<file path="src/rtl/spi_seq_pkg.sv">
// Shared types and header-field constants for the SPI frame sequencer.
package spi_seq_pkg;

    typedef enum logic [2:0] {
        IDLE  = 3'd0,
        SETUP = 3'd1,
        WAITB = 3'd2,
        XFER  = 3'd3,
        HOLD  = 3'd4,
        ABORT = 3'd5
    } seq_state_t;

    localparam int unsigned HDR_CS_MSB  = 7;
    localparam int unsigned HDR_CS_LSB  = 6;
    localparam int unsigned HDR_LEN_MSB = 5;
    localparam int unsigned HDR_LEN_LSB = 0;

    // FIFO entries kept free when granting CTS, covering bytes already in flight
    localparam int unsigned CTS_MARGIN  = 3;

    localparam int unsigned TMO_W       = 22;

endpackage

</file>
<file path="src/rtl/byte_fifo.sv">
// Synchronous payload FIFO with flush; a pop on a full FIFO frees the slot for a same-cycle push.
module byte_fifo #(
    parameter int unsigned DEPTH = 8,
    parameter int unsigned WIDTH = 8
) (
    input  logic                     clk,
    input  logic                     rst_n,
    input  logic                     push,
    input  logic [WIDTH-1:0]         wdata,
    input  logic                     pop,
    input  logic                     flush,
    output logic [WIDTH-1:0]         rdata_c,
    output logic                     full,
    output logic                     empty,
    output logic [$clog2(DEPTH):0]   count
);

    localparam int unsigned AW = $clog2(DEPTH);

    logic [WIDTH-1:0] mem [DEPTH];
    logic [AW-1:0]    wr_ptr;
    logic [AW-1:0]    rd_ptr;
    logic             do_push;
    logic             do_pop;
    logic [AW:0]      count_nxt;

    assign do_pop  = pop & ~empty;
    assign do_push = push & (~full | do_pop);
    assign rdata_c = mem[rd_ptr];

    // Next occupancy
    always_comb begin
        count_nxt = count;
        if (flush) begin
            count_nxt = '0;
        end else begin
            case ({do_push, do_pop})
                2'b10:   count_nxt = count + (AW+1)'(1);
                2'b01:   count_nxt = count - (AW+1)'(1);
                default: count_nxt = count;
            endcase
        end
    end

    // Pointers and registered status flags
    always_ff @(posedge clk or negedge rst_n) begin
        if (!rst_n) begin
            wr_ptr <= '0;
            rd_ptr <= '0;
            count  <= '0;
            full   <= 1'b0;
            empty  <= 1'b1;
        end else begin
            if (flush) begin
                wr_ptr <= '0;
                rd_ptr <= '0;
            end else begin
                if (do_push) wr_ptr <= wr_ptr + AW'(1);
                if (do_pop)  rd_ptr <= rd_ptr + AW'(1);
            end
            count <= count_nxt;
            full  <= (count_nxt == (AW+1)'(DEPTH));
            empty <= (count_nxt == '0);
        end
    end

    // Storage array
    always_ff @(posedge clk) begin
        if (do_push && !flush) mem[wr_ptr] <= wdata;
    end

endmodule

</file>
<file path="src/rtl/spi_frame_sequencer.sv">
// Parses header+payload frames from the serial receiver and sequences SPI byte transfers under one chip select.
module spi_frame_sequencer
    import spi_seq_pkg::*;
#(
    parameter int unsigned FIFO_DEPTH = 8,
    parameter int unsigned NUM_CS     = 4,
    parameter int unsigned CS_SETUP   = 4,
    parameter int unsigned CS_HOLD    = 4,
    parameter int unsigned TIMEOUT    = 2600000
) (
    input  logic              clk_50,
    input  logic              rst_n,
    input  logic              rx_load,
    input  logic [7:0]        rx_byte,
    input  logic              rts,
    output logic              cts,
    output logic              spi_start,
    output logic [7:0]        spi_tx,
    input  logic              spi_busy,
    input  logic              spi_done,
    input  logic [7:0]        spi_rx,
    output logic [NUM_CS-1:0] cs_n,
    output logic              rsp_valid,
    output logic [7:0]        rsp_byte,
    input  logic              rsp_ready,
    output logic              err
);

    localparam int unsigned CNT_W  = $clog2(FIFO_DEPTH) + 1;
    localparam int unsigned LEN_W  = HDR_LEN_MSB - HDR_LEN_LSB + 1;
    localparam int unsigned CSI_W  = HDR_CS_MSB - HDR_CS_LSB + 1;
    localparam int unsigned PH_MAX = (CS_SETUP > CS_HOLD) ? CS_SETUP : CS_HOLD;
    localparam int unsigned PH_W   = (PH_MAX < 2) ? 1 : $clog2(PH_MAX);

    seq_state_t        state;
    seq_state_t        state_nxt;
    logic              rx_load_q;
    logic              rx_stb;
    logic [CSI_W-1:0]  hdr_cs;
    logic [LEN_W-1:0]  hdr_len;
    logic              hdr_ok;
    logic [CSI_W-1:0]  cs_idx;
    logic [CSI_W-1:0]  idx_nxt;
    logic [LEN_W-1:0]  rem;
    logic [LEN_W-1:0]  acc;
    logic [PH_W-1:0]   ph_cnt;
    logic [TMO_W-1:0]  tmo_cnt;
    logic              push;
    logic              pop;
    logic              overflow;
    logic              capture;
    logic [NUM_CS-1:0] cs_n_d;
    logic [7:0]        fifo_rdata;
    logic              fifo_full;
    logic              fifo_empty;
    logic [CNT_W-1:0]  fifo_count;

    assign rx_stb   = rx_load & ~rx_load_q;
    assign hdr_cs   = rx_byte[HDR_CS_MSB:HDR_CS_LSB];
    assign hdr_len  = rx_byte[HDR_LEN_MSB:HDR_LEN_LSB];
    assign hdr_ok   = (hdr_len != '0) && (32'(hdr_cs) < NUM_CS);
    assign push     = rx_stb && (state != IDLE) && (acc != '0);
    assign overflow = push & fifo_full & ~pop;
    assign capture  = (state == XFER) & spi_done;
    assign idx_nxt  = (state == IDLE) ? hdr_cs : cs_idx;

    byte_fifo #(
        .DEPTH (FIFO_DEPTH),
        .WIDTH (8)
    ) u_fifo (
        .clk     (clk_50),
        .rst_n   (rst_n),
        .push    (push),
        .wdata   (rx_byte),
        .pop     (pop),
        .flush   (state == ABORT),
        .rdata_c (fifo_rdata),
        .full    (fifo_full),
        .empty   (fifo_empty),
        .count   (fifo_count)
    );

    // State register
    always_ff @(posedge clk_50 or negedge rst_n) begin
        if (!rst_n) state <= IDLE;
        else        state <= state_nxt;
    end

    // Next-state, pop decision and chip-select pattern
    always_comb begin
        state_nxt = state;
        pop       = 1'b0;
        cs_n_d    = '1;
        case (state)
            IDLE:  if (rx_stb && hdr_ok) state_nxt = SETUP;
            SETUP: if (ph_cnt == PH_W'(CS_SETUP - 1)) state_nxt = WAITB;
            WAITB: begin
                if (!fifo_empty && !spi_busy) begin
                    pop       = 1'b1;
                    state_nxt = XFER;
                end else if (fifo_empty && !rx_stb && tmo_cnt >= TMO_W'(TIMEOUT - 1)) begin
                    state_nxt = ABORT;
                end
            end
            XFER:  if (spi_done) state_nxt = (rem == LEN_W'(1)) ? HOLD : WAITB;
            HOLD:  if (ph_cnt == PH_W'(CS_HOLD - 1)) state_nxt = IDLE;
            ABORT: state_nxt = IDLE;
            default: state_nxt = IDLE;
        endcase
        if (state_nxt inside {SETUP, WAITB, XFER, HOLD}) cs_n_d = ~(NUM_CS'(1) << idx_nxt);
    end

    // Frame bookkeeping: selected CS, transfers remaining, payload bytes still to accept
    always_ff @(posedge clk_50 or negedge rst_n) begin
        if (!rst_n) begin
            rx_load_q <= 1'b1;
            cs_idx    <= '0;
            rem       <= '0;
            acc       <= '0;
        end else begin
            rx_load_q <= rx_load;
            if (state == IDLE && rx_stb && hdr_ok) begin
                cs_idx <= hdr_cs;
                rem    <= hdr_len;
                acc    <= hdr_len;
            end else begin
                if (capture)             rem <= rem - LEN_W'(1);
                if (push && !overflow)   acc <= acc - LEN_W'(1);
            end
        end
    end

    // Phase counter for CS setup/hold and saturating stall timer
    always_ff @(posedge clk_50 or negedge rst_n) begin
        if (!rst_n) begin
            ph_cnt  <= '0;
            tmo_cnt <= '0;
        end else begin
            if (state_nxt != state)                    ph_cnt <= '0;
            else if (state == SETUP || state == HOLD)  ph_cnt <= ph_cnt + PH_W'(1);
            if (rx_stb || state_nxt != state)          tmo_cnt <= '0;
            else if (tmo_cnt != '1)                    tmo_cnt <= tmo_cnt + TMO_W'(1);
        end
    end

    // Registered outputs towards SPI master, host and chip selects
    always_ff @(posedge clk_50 or negedge rst_n) begin
        if (!rst_n) begin
            cts       <= 1'b0;
            spi_start <= 1'b0;
            spi_tx    <= '0;
            cs_n      <= '1;
            err       <= 1'b0;
        end else begin
            cts       <= rts & (fifo_count <= CNT_W'(FIFO_DEPTH - CTS_MARGIN));
            spi_start <= pop;
            if (pop) spi_tx <= fifo_rdata;
            cs_n      <= cs_n_d;
            err       <= overflow | (state_nxt == ABORT);
        end
    end

    // Single-entry read-back register; a new capture overwrites an unread byte
    always_ff @(posedge clk_50 or negedge rst_n) begin
        if (!rst_n) begin
            rsp_valid <= 1'b0;
            rsp_byte  <= '0;
        end else if (capture) begin
            rsp_valid <= 1'b1;
            rsp_byte  <= spi_rx;
        end else if (rsp_valid && rsp_ready) begin
            rsp_valid <= 1'b0;
        end
    end

endmodule
</file>
<file path="config.mk">
export PLATFORM = sky130hd
export DESIGN_NAME = spi_frame_sequencer
export DESIGN_NICKNAME = d
export VERILOG_FILES = /design/src/rtl/spi_seq_pkg.sv /design/src/rtl/byte_fifo.sv /design/src/rtl/spi_frame_sequencer.sv
export SDC_FILE = /design/constraint.sdc
export NUM_CORES = 1
export LEC_CHECK = 0
export ABC_AREA = 1
export CAP_MARGIN = 10
export CORE_MARGIN = 4
export CORE_UTILIZATION = 55
export CTS_CLUSTER_SIZE = 20
export DETAILED_ROUTE_END_ITERATION = 6
export PLACE_DENSITY = 0.76
export SLEW_MARGIN = 15
export SYNTH_ARGS = -nofsm -noshare
export SYNTH_HDL_FRONTEND = slang
export SYNTH_HIERARCHICAL = 1
export SYNTH_SLANG_ARGS = --single-unit
</file>
<file path="constraint.sdc">
create_clock -name clk_50 -period 4.7 [get_ports clk_50]
set_input_delay 0.94 -clock clk_50 [delete_from_list [all_inputs] [get_ports clk_50]]
set_output_delay 0.94 -clock clk_50 [all_outputs]
set_load 0.03 [all_outputs]
</file>
==> results.sh, run 1 <==
export IMPL_outcome="finished, final reports clean"
export IMPL_power_density_mw_per_mm2=601
export IMPL_synth_flop_cell="dfrtp_1"
export IMPL_finalSetupTns_ns=0
export IMPL_leakagePower_nw=3.32
export IMPL_synth_commonest_cells="nand2_1, nor2_1, dfrtp_1"
export IMPL_worstReg2RegEnd="u_fifo/full"
export IMPL_crit_path_start_kind="input port"
export IMPL_power_frac_clock_pct=26.8
export IMPL_hold_class="reg -> reg"
export IMPL_cts_resized=0
export IMPL_finalCriticalPeriod_ns=3.45
export IMPL_wl_per_cell_um=16.3
export IMPL_r2r_cells=22
export IMPL_start_util_pct=56.0
export IMPL_cp_arrival_ns=3.81
export IMPL_cp_startpoint="spi_busy"
export IMPL_antennaDiodeCount=0
export IMPL_cts_root_buf="clkbuf_16"
export IMPL_combPwrFrac_pct=36.0
export IMPL_worst_slew_pin_transition_ns=1.01
export IMPL_ant_nets=0
export IMPL_clk_pin_slew_ns=0.06
export IMPL_drtIter0Drc=496
export IMPL_globalRouteTotalUtil_pct=22.7
export IMPL_ys_seq_elements=142
export IMPL_finalHoldViolCount=0
export IMPL_yosysTopAreaCellShare_pct=28.6
export IMPL_row_count=40
export IMPL_cts_sink_count=142
export IMPL_cts_max_path_buffers=2
export IMPL_cts_hold_buf=0
export IMPL_critPathMaxFanout=11
export IMPL_ys_top_cells_by_area="edfxtp_1, dfrtp_1, nand2_1"
export IMPL_postSynthCellCount=716
export IMPL_overflow=0
export IMPL_grt_pass1_wl_mm=25.1
export IMPL_syn_avg_cell_area_um2=9.39
export IMPL_yosysUniqueCellTypes=45
export IMPL_final_core_util_pct=65.2
export IMPL_yosysSeqAreaShare_pct=57.7
export IMPL_regArea_mm2=0.00388
export IMPL_die_area_mm2=0.0141
export IMPL_max_freq_ghz=0.290
export IMPL_synth_edf_count=64
export IMPL_cp_endpoint="u_fifo/full"
export IMPL_syn_area_mm2=0.00672
export IMPL_drv_cap=0
export IMPL_layout_nets=802
export IMPL_wirelength_mm=15.1
export IMPL_drc_errors=0
export IMPL_fin_area_mm2=0.00783
export IMPL_gp_routability_congestion=0.933
export IMPL_power_switching_mw=1.77
export IMPL_worstSkewPairLatency_ns=0.42
export IMPL_async_flop_share_pct=54.9
export IMPL_rsz0062_at_grt="false"
export IMPL_cts_buffers=17
export IMPL_dp_hpwl_mm=10.3
export IMPL_p_int_mw=2.93
export IMPL_area_delta_synth_final_pct=16.4
export IMPL_vdd_drop_max_uv=371
export IMPL_yosysTopAreaCell="edfxtp_1"
export IMPL_cp_end_kind="register"
export IMPL_period_share_pct=73.4
export IMPL_setup_violations=0
export IMPL_antenna_found_initial=0
export IMPL_die_h_um=119
export IMPL_viasPerCell=5.51
export IMPL_grt_pass1_vias=5093
export IMPL_htree_levels=4
export IMPL_cts_tree="built"
export IMPL_synth_most_common_cell="nand2_1"
export IMPL_r2r_start="state[2]"
export IMPL_core_mm2=0.0120
export IMPL_relSlewSlack_pct=32.8
export IMPL_drtPass1Iterations=5
export IMPL_slew_viol_final=0
export IMPL_die_w_um=119
export IMPL_skew_ns=0.00517
export IMPL_drive_above_1_share_pct=10.1
export IMPL_crit_required_ns=5.06
export IMPL_switching_share_pct=37.7
export IMPL_multi_input_area_mm2=0.00245
export IMPL_r2r_slack_ns=1.45
export IMPL_grt_max_degree=79
export IMPL_placed_area_mm2=0.00727
export IMPL_power_frac_seq_pct=37.2
export IMPL_path_class="in -> reg"
export IMPL_port_buffers=46
export IMPL_post_cts_setup_buffer_count=0
export IMPL_fill_cells=937
export IMPL_via_count=5114
export IMPL_synth_warnings=6
export IMPL_syn_num_nets=750
export IMPL_ios=47
-- cell type report --
type,instances,share of cell area (%)
clock buffers,20,5.58
inverters,75,3.60
well taps,147,2.35
flip-flops and latches,142,49.6
clock inverters,12,1.55
repair buffers,48,6.04
multi-input cells,484,31.3
-- registers in the layout (all words and copies together) (netlist names), 3 cells and up --
signal,count
u_fifo/rd_ptr,3
rsp_byte,8
tmo_cnt,22
u_fifo/mem,64
acc,6
u_fifo/wr_ptr,3
rem,6
u_fifo/count,4
spi_tx,8
state,3
cs_n,4
-- cell families (layout without fill, tap and decap cells) --
kind of cell	count (synthesis)	in the layout	share of synthesized area (%)
and+or+nand+nor	361	361	23.6
muxes	1	1	0.167
buffers and inverters	90	155	5.81
AOI/OAI and AO/OA	89	89	7.83
adders and majority gates	11	11	2.05
DFF	142	142	57.7
xor gates and xnor gates	22	22	2.87
-- routing by layer --
metal,GRT usage (%),vias up,part of all wire [%]
met4,9.70,0,2.9
met5,0,-,0
met1,30.5,2428,44
li1,-,2475,-
met2,35.4,173,47
met3,5.31,38,6.1
-- cell usage in the layout (no fill, tap or decap), drive strengths merged, types with 11 or more instances in the layout --
master and instances:
nand2 156, nor2 137, inv 74, dfrtp 72, edfxtp 64, clkdlybuf4s50 45
o21ai 45, nand3 33, clkbuf 20, nand4 19, xor2 16, a21oi 12
ha 11
-- stage by stage --
step	std cells	hold WS (ns)	worst slack [ns]	power, mW
after floorplan	716	0.440	1.64	2.96
after global placement	896	0.463	1.06	3.37
after detailed placement	896	0.466	0.961	3.44
after CTS	928	0.481	1.28	4.72
after global routing	928	0.509	1.05	5.01
final	928	0.479	1.25	4.70
-- worst min-delay path by stage --
stage | from | end | slack (ns) | depth (start not counted)
after global routing | u_fifo/count[3] | cts | 0.51 | 1
after floorplan | u_fifo/count[3] | cts | 0.44 | 1
after global placement | cs_idx[0] | cs_idx[0] | 0.46 | 2
final | cs_idx[0] | cs_idx[0] | 0.48 | 2
after CTS | cs_idx[0] | cs_idx[0] | 0.48 | 2
after detailed placement | cs_idx[0] | cs_idx[0] | 0.47 | 2
-- power by group through the flow --
stage / Sequential [mW] / Clock (mW) / Combinational, mW
after floorplan: 1.88 / 0 / 1.09
after global placement: 1.76 / 0 / 1.61
after detailed placement: 1.76 / 0 / 1.67
after CTS: 1.75 / 1.29 / 1.69
after global routing: 1.78 / 1.34 / 1.89
final: 1.75 / 1.26 / 1.69
-- critical path, stage by stage --
cell	delay, ns
clkdlybuf4s50_1	0.40
nor2_1	0.08
nand2_1	0.05
buf_4	0.19
inv_2	0.16
inv_1	0.07
nor2_2	0.18
inv_2	0.10
nand2_1	0.12
nand2_1	0.12
ha_1	0.28
nor2_2	0.18
nor2_4	0.06
ha_1	0.28
nor2_1	0.13
nor2_1	0.05
nand2_1	0.13
nand2_1	0.06
clkinv_1	0.05
nand2_2	0.06
nor2_2	0.10
(Power assumes the default switching activity.)
==> run 2: changes to the inputs <==
==> constraint.sdc (replaced) <==
create_clock -name clk_50 -period 3.2 [get_ports clk_50]
set_input_delay 0.64 -clock clk_50 [delete_from_list [all_inputs] [get_ports clk_50]]
set_output_delay 0.64 -clock clk_50 [all_outputs]
set_load 0.03 [all_outputs]
==> results.sh, run 2 (synthesized netlist as in run 1, its figures left out) <==
export IMPL_via_count=5259
export IMPL_antennaDiodeCount=0
export IMPL_rsz0062_at_grt="false"
export IMPL_crit_required_ns=3.55
export IMPL_viasPerCell=5.48
export IMPL_worstReg2RegEnd="u_fifo/empty"
export IMPL_core_mm2=0.0120
export IMPL_period_share_pct=84.5
export IMPL_instances_no_fill=959
export IMPL_gp_routability_congestion=0.948
export IMPL_skew_ns=0.00888
export IMPL_hold_class="in -> async"
export IMPL_worstSkewPairLatency_ns=0.41
export IMPL_power_density_mw_per_mm2=866
export IMPL_row_count=40
export IMPL_grt_pass1_wl_mm=25.0
export IMPL_placed_area_mm2=0.00750
export IMPL_die_w_um=119
export IMPL_drc_errors=0
export IMPL_cts_root_buf="clkbuf_16"
export IMPL_cts_sink_count=142
export IMPL_r2r_cells=20
export IMPL_final_core_util_pct=67.4
export IMPL_ios=47
export IMPL_setup_violations=0
export IMPL_r2r_slack_ns=0.51
export IMPL_post_cts_setup_buffer_count=0
export IMPL_port_buffers=46
export IMPL_cp_end_kind="register"
export IMPL_outcome="finished, final reports clean"
export IMPL_cts_buffers=17
export IMPL_regMostFlops="u_fifo/mem"
export IMPL_critPathMaxFanout=5
export IMPL_die_h_um=119
export IMPL_relSlewSlack_pct=32.9
export IMPL_grt_pass1_vias=5202
export IMPL_finalHoldViolCount=0
export IMPL_cp_arrival_ns=3.05
export IMPL_wirelength_mm=14.8
export IMPL_layout_nets=833
export IMPL_drive_above_1_share_pct=14.0
export IMPL_fill_cells=961
export IMPL_cts_tree="built"
export IMPL_place_inst=927
export IMPL_vdd_drop_max_uv=526
export IMPL_worst_slew_pin_transition_ns=1.01
export IMPL_ant_nets=0
export IMPL_power_total_mw=7.00
export IMPL_layout_common_cells="nand2_1, nor2_1, dfrtp_1"
export IMPL_globalRouteTotalUtil_pct=22.1
export IMPL_finalCriticalPeriod_ns=2.71
export IMPL_start_util_pct=56.0
export IMPL_htree_levels=4
export IMPL_cts_max_path_buffers=2
export IMPL_fin_ws_ns=0.495
export IMPL_drtIter0Drc=448
export IMPL_largest_reg_flops=64
export IMPL_drtPass1Iterations=5
export IMPL_final_common_cell="nand2_1"
export IMPL_cts_resized=0
export IMPL_cts_hold_buf=0
export IMPL_max_freq_ghz=0.370
export IMPL_largestRegisters="u_fifo/mem (64), tmo_cnt (22)"
export IMPL_antenna_found_initial=0
export IMPL_dp_hpwl_mm=10.2
export IMPL_drv_cap=0
export IMPL_area_delta_synth_final_pct=20.3
export IMPL_r2r_start="state[2]"
export IMPL_leakagePower_nw=3.51
export IMPL_fin_area_mm2=0.00809
export IMPL_clk_pin_slew_ns=0.06
export IMPL_pre_cts_slack_ns=0.0645
export IMPL_finalSetupTns_ns=0
export IMPL_overflow=0
export IMPL_die_area_mm2=0.0141
export IMPL_wl_per_cell_um=15.4
export IMPL_path_class="in -> reg"
export IMPL_grt_max_degree=79
export IMPL_crit_path_start_kind="input port"
export IMPL_slew_viol_final=0
export IMPL_whs_ns=0.401
-- run 2: changes by cell type in the layout (fill, tap and decap cells not counted) --
cell,delta
buf_4,+31
clkbuf_1,-3
clkinv_1,-1
clkinv_2,-1
clkinv_4,+3
clkinvlp_4,-3
inv_6,+5
-- run 2: worst max-delay path: stages --
cell and delay [ns]:
clkdlybuf4s50_1 0.47, inv_1 0.04, or2_1 0.23, inv_1 0.07
and3_1 0.20, nand2_1 0.11, ha_1 0.27, nor2_2 0.18
nor2_4 0.06, ha_1 0.18, a21oi_1 0.14, or2_0 0.13
nand2_1 0.06, nand2_1 0.09, nand2_2 0.07, a21oi_2 0.11
-- run 2: metal layers --
layer	vias up	wire length (µm)	track usage, %
li1	2543	-	-
met1	2515	6300	28.4
met2	175	7250	36.5
met3	26	861	4.83
met4	0	357	9.12
met5	-	0	0
-- run 2: worst max-delay path by stage --
| stage | slack, ns | start | end |
|---|---|---|---|
| after floorplan | 0.44 | spi_busy | u_fifo/empty |
| after global placement | 0.16 | rx_load | u_fifo/full |
| after detailed placement | 0.06 | rx_load | u_fifo/empty |
| after CTS | 0.49 | state[2] | u_fifo/empty |
| after global routing | 0.16 | state[2] | u_fifo/empty |
| final | 0.49 | rx_load | u_fifo/empty |
-- run 2: power breakdown --
group / switching [mW] / internal, mW
Sequential: 0.260 / 2.29
Clock: 0.777 / 1.16
Combinational: 1.61 / 0.913
-- run 2: final cells by class --
cell class / count / area (µm²) / area share, %
flip-flops and latches: 142 / 3880 / 48.0
clock inverters: 15 / 160 / 1.98
multi-input cells: 484 / 2450 / 30.3
clock buffers: 17 / 425 / 5.26
repair buffers: 79 / 706 / 8.72
inverters: 75 / 282 / 3.48
well taps: 147 / 184 / 2.27
==> run 3: changes to the inputs <==
==> constraint.sdc (replaced) <==
create_clock -name clk_50 -period 2.7 [get_ports clk_50]
set_input_delay 0.54 -clock clk_50 [delete_from_list [all_inputs] [get_ports clk_50]]
set_output_delay 0.54 -clock clk_50 [all_outputs]
set_load 0.03 [all_outputs]
==> results.sh, run 3 (synthesized netlist as in run 1, its figures left out) <==
export IMPL_outcome="finished, final reports clean"
export IMPL_layout_nets=844
export IMPL_drive_above_1_share_pct=15.2
export IMPL_hold_class="in -> async"
export IMPL_p_int_mw=5.27
export IMPL_worstSkewPairLatency_ns=0.43
export IMPL_path_cells="inv_2 -> nand2_1 -> nor2_4 -> nand2_2 -> inv_2 -> inv_1 -> nor2_4 -> inv_2 -> nand2_1 -> nand2_1 -> ha_2 -> nand2_1 -> inv_2 -> nor2_4 -> ha_1 -> nor2_1 -> nor2_1 -> nand2_1 -> nand2_1 -> clkinv_1 -> nand2_2 -> a21oi_2"
export IMPL_use_met3_pct=5.45
export IMPL_crit_top_cell="nand2_1"
export IMPL_grt_pass1_vias=5410
export IMPL_max_stage_delay_ns=0.39
export IMPL_ant_nets=0
export IMPL_core_mm2=0.0120
export IMPL_final_common_cell="nand2_1"
export IMPL_power_frac_seq_pct=36.0
export IMPL_antennaDiodeCount=0
export IMPL_fin_ws_ns=0.222
export IMPL_antenna_found_initial=0
export IMPL_via_count=5382
export IMPL_dp_hpwl_mm=10.8
export IMPL_cts_max_path_buffers=2
export IMPL_path_class="reg -> reg"
export IMPL_instances_no_fill=970
export IMPL_vdd_drop_max_uv=677
export IMPL_crit_buf_inv=6
export IMPL_period_share_pct=91.8
export IMPL_cts_sink_count=142
export IMPL_drc_errors=0
export IMPL_max_freq_ghz=0.404
export IMPL_row_count=40
export IMPL_drtIter0Drc=460
export IMPL_finalHoldViolCount=0
export IMPL_globalRouteTotalUtil_pct=22.7
export IMPL_overflow=0
export IMPL_port_buffers=46
export IMPL_leakagePower_nw=3.56
export IMPL_power_frac_clock_pct=27.1
export IMPL_cts_root_buf="clkbuf_16"
export IMPL_layout_common_cells="nand2_1, nor2_1, dfrtp_1"
export IMPL_cp_slowest_cell="dfrtp_1"
export IMPL_largest_reg_flops=64
export IMPL_r2r_slack_ns=0.22
export IMPL_top_usage_layer="met2"
export IMPL_clk_pin_slew_ns=0.06
export IMPL_grt_pass1_wl_mm=25.4
export IMPL_switching_share_pct=37.4
export IMPL_grt_max_degree=46
export IMPL_whs_ns=0.134
export IMPL_regMostFlops="u_fifo/mem"
export IMPL_worst_slew_pin_transition_ns=0.620
export IMPL_die_h_um=119
export IMPL_crit_family="simple AND/OR/NAND/NOR gates"
export IMPL_relSlewSlack_pct=58.7
export IMPL_combPwrFrac_pct=36.9
export IMPL_cts_hold_buf=0
export IMPL_pre_cts_slack_ns=-0.223
export IMPL_die_area_mm2=0.0141
export IMPL_start_util_pct=56.0
export IMPL_worstReg2RegEnd="u_fifo/empty"
export IMPL_wl_per_cell_um=15.7
export IMPL_slew_viol_final=0
export IMPL_cts_buffers=17
export IMPL_wirelength_mm=15.3
export IMPL_r2r_cells=22
export IMPL_die_w_um=119
export IMPL_area_delta_synth_final_pct=22.0
export IMPL_crit_required_ns=3.06
export IMPL_finalSetupTns_ns=0
export IMPL_setup_violations=0
export IMPL_cp_arrival_ns=2.84
export IMPL_use_met1_pct=27.5
export IMPL_drv_cap=0
export IMPL_largestRegisters="u_fifo/mem (64), tmo_cnt (22)"
export IMPL_cp_end_kind="register"
export IMPL_drtPass1Iterations=6
export IMPL_viasPerCell=5.55
export IMPL_crit_path_start_kind="register"
export IMPL_finalCriticalPeriod_ns=2.48
export IMPL_htree_levels=4
export IMPL_r2r_start="state[2]"
export IMPL_power_density_mw_per_mm2=1030
export IMPL_place_inst=937
export IMPL_ios=47
export IMPL_power_switching_mw=3.15
export IMPL_cts_tree="built"
export IMPL_critPathMaxFanout=3
export IMPL_power_total_mw=8.42
export IMPL_gp_routability_congestion=0.930
export IMPL_grt_met2_usage_pct=39.4
export IMPL_skew_ns=0.0118
-- run 3: cell count changes in the layout (fill, tap and decap cells not counted), sizes merged --
cell | before | now
inv | 79 | 74
clkinv | 8 | 6
clkinvlp | 1 | 2
clkbuf | 17 | 23
buf | 34 | 45
-- run 3: layout make-up --
class,instances,area [µm²]
well taps,147,184
fillers,924,3810
multi-input cells,484,2480
repair buffers,90,801
clock inverters,9,111
flip-flops and latches,142,3880
inverters,75,282
clock buffers,23,468
-- run 3: repair_timing --
| action | 4_1_cts | 5_1_grt |
|---|---|---|
| setup buffers | 0 | 1 |
| resized for setup | 0 | 3 |
| endpoints found under the setup margin | 0 | 2 |
-- run 3: metal layers --
| layer | vias up | share of wire, % | wire length (µm) |
|---|---|---|---|
| li1 | 2573 | - | - |
| met1 | 2583 | 42 | 6430 |
| met2 | 191 | 50 | 7660 |
| met3 | 35 | 5.6 | 848 |
| met4 | 0 | 2.1 | 315 |
| met5 | - | 0 | 0 |
-- run 3: worst reg2reg max path: stages (launching register included) --
cell and delay (ns):
dfrtp_1 0.39, inv_2 0.08, nand2_1 0.10, nor2_4 0.18
nand2_2 0.08, inv_2 0.06, inv_1 0.05, nor2_4 0.09
inv_2 0.04, nand2_1 0.06, nand2_1 0.08, ha_2 0.20
nand2_1 0.09, inv_2 0.06, nor2_4 0.09, ha_1 0.23
nor2_1 0.12, nor2_1 0.06, nand2_1 0.08, nand2_1 0.06
clkinv_1 0.05, nand2_2 0.06, a21oi_2 0.10
-- run 3: metrics by stage --
stage	utilization [%]	area, µm²
floorplan	-	6740
global placement	63.3	7600
detailed placement	63.3	7600
CTS	68.1	8180
global route	68.3	8200
finish	68.3	8200
-- run 3: worst max path at each step --
stage	to	slack, ns	start	cells after the start
3_5_place_dp	u_fifo/empty	-0.22	rx_load	17
4_1_cts	u_fifo/empty	0.17	state[2]	21
6_report	u_fifo/empty	0.22	state[2]	22
2_1_floorplan	u_fifo/empty	0.04	state[2]	22
3_3_place_gp	u_fifo/full	-0.14	rx_load	17
5_1_grt	u_fifo/full	-0.005	state[2]	22
-- run 3: power by group through the flow --
stage / Clock, mW / Combinational (mW) / Sequential, mW
after CTS: 2.32 / 3.11 / 3.03
after global routing: 2.42 / 3.43 / 3.08
after floorplan: 0 / 1.90 / 3.27
after global placement: 0 / 2.95 / 3.03
final: 2.28 / 3.11 / 3.03
after detailed placement: 0 / 3.09 / 3.06
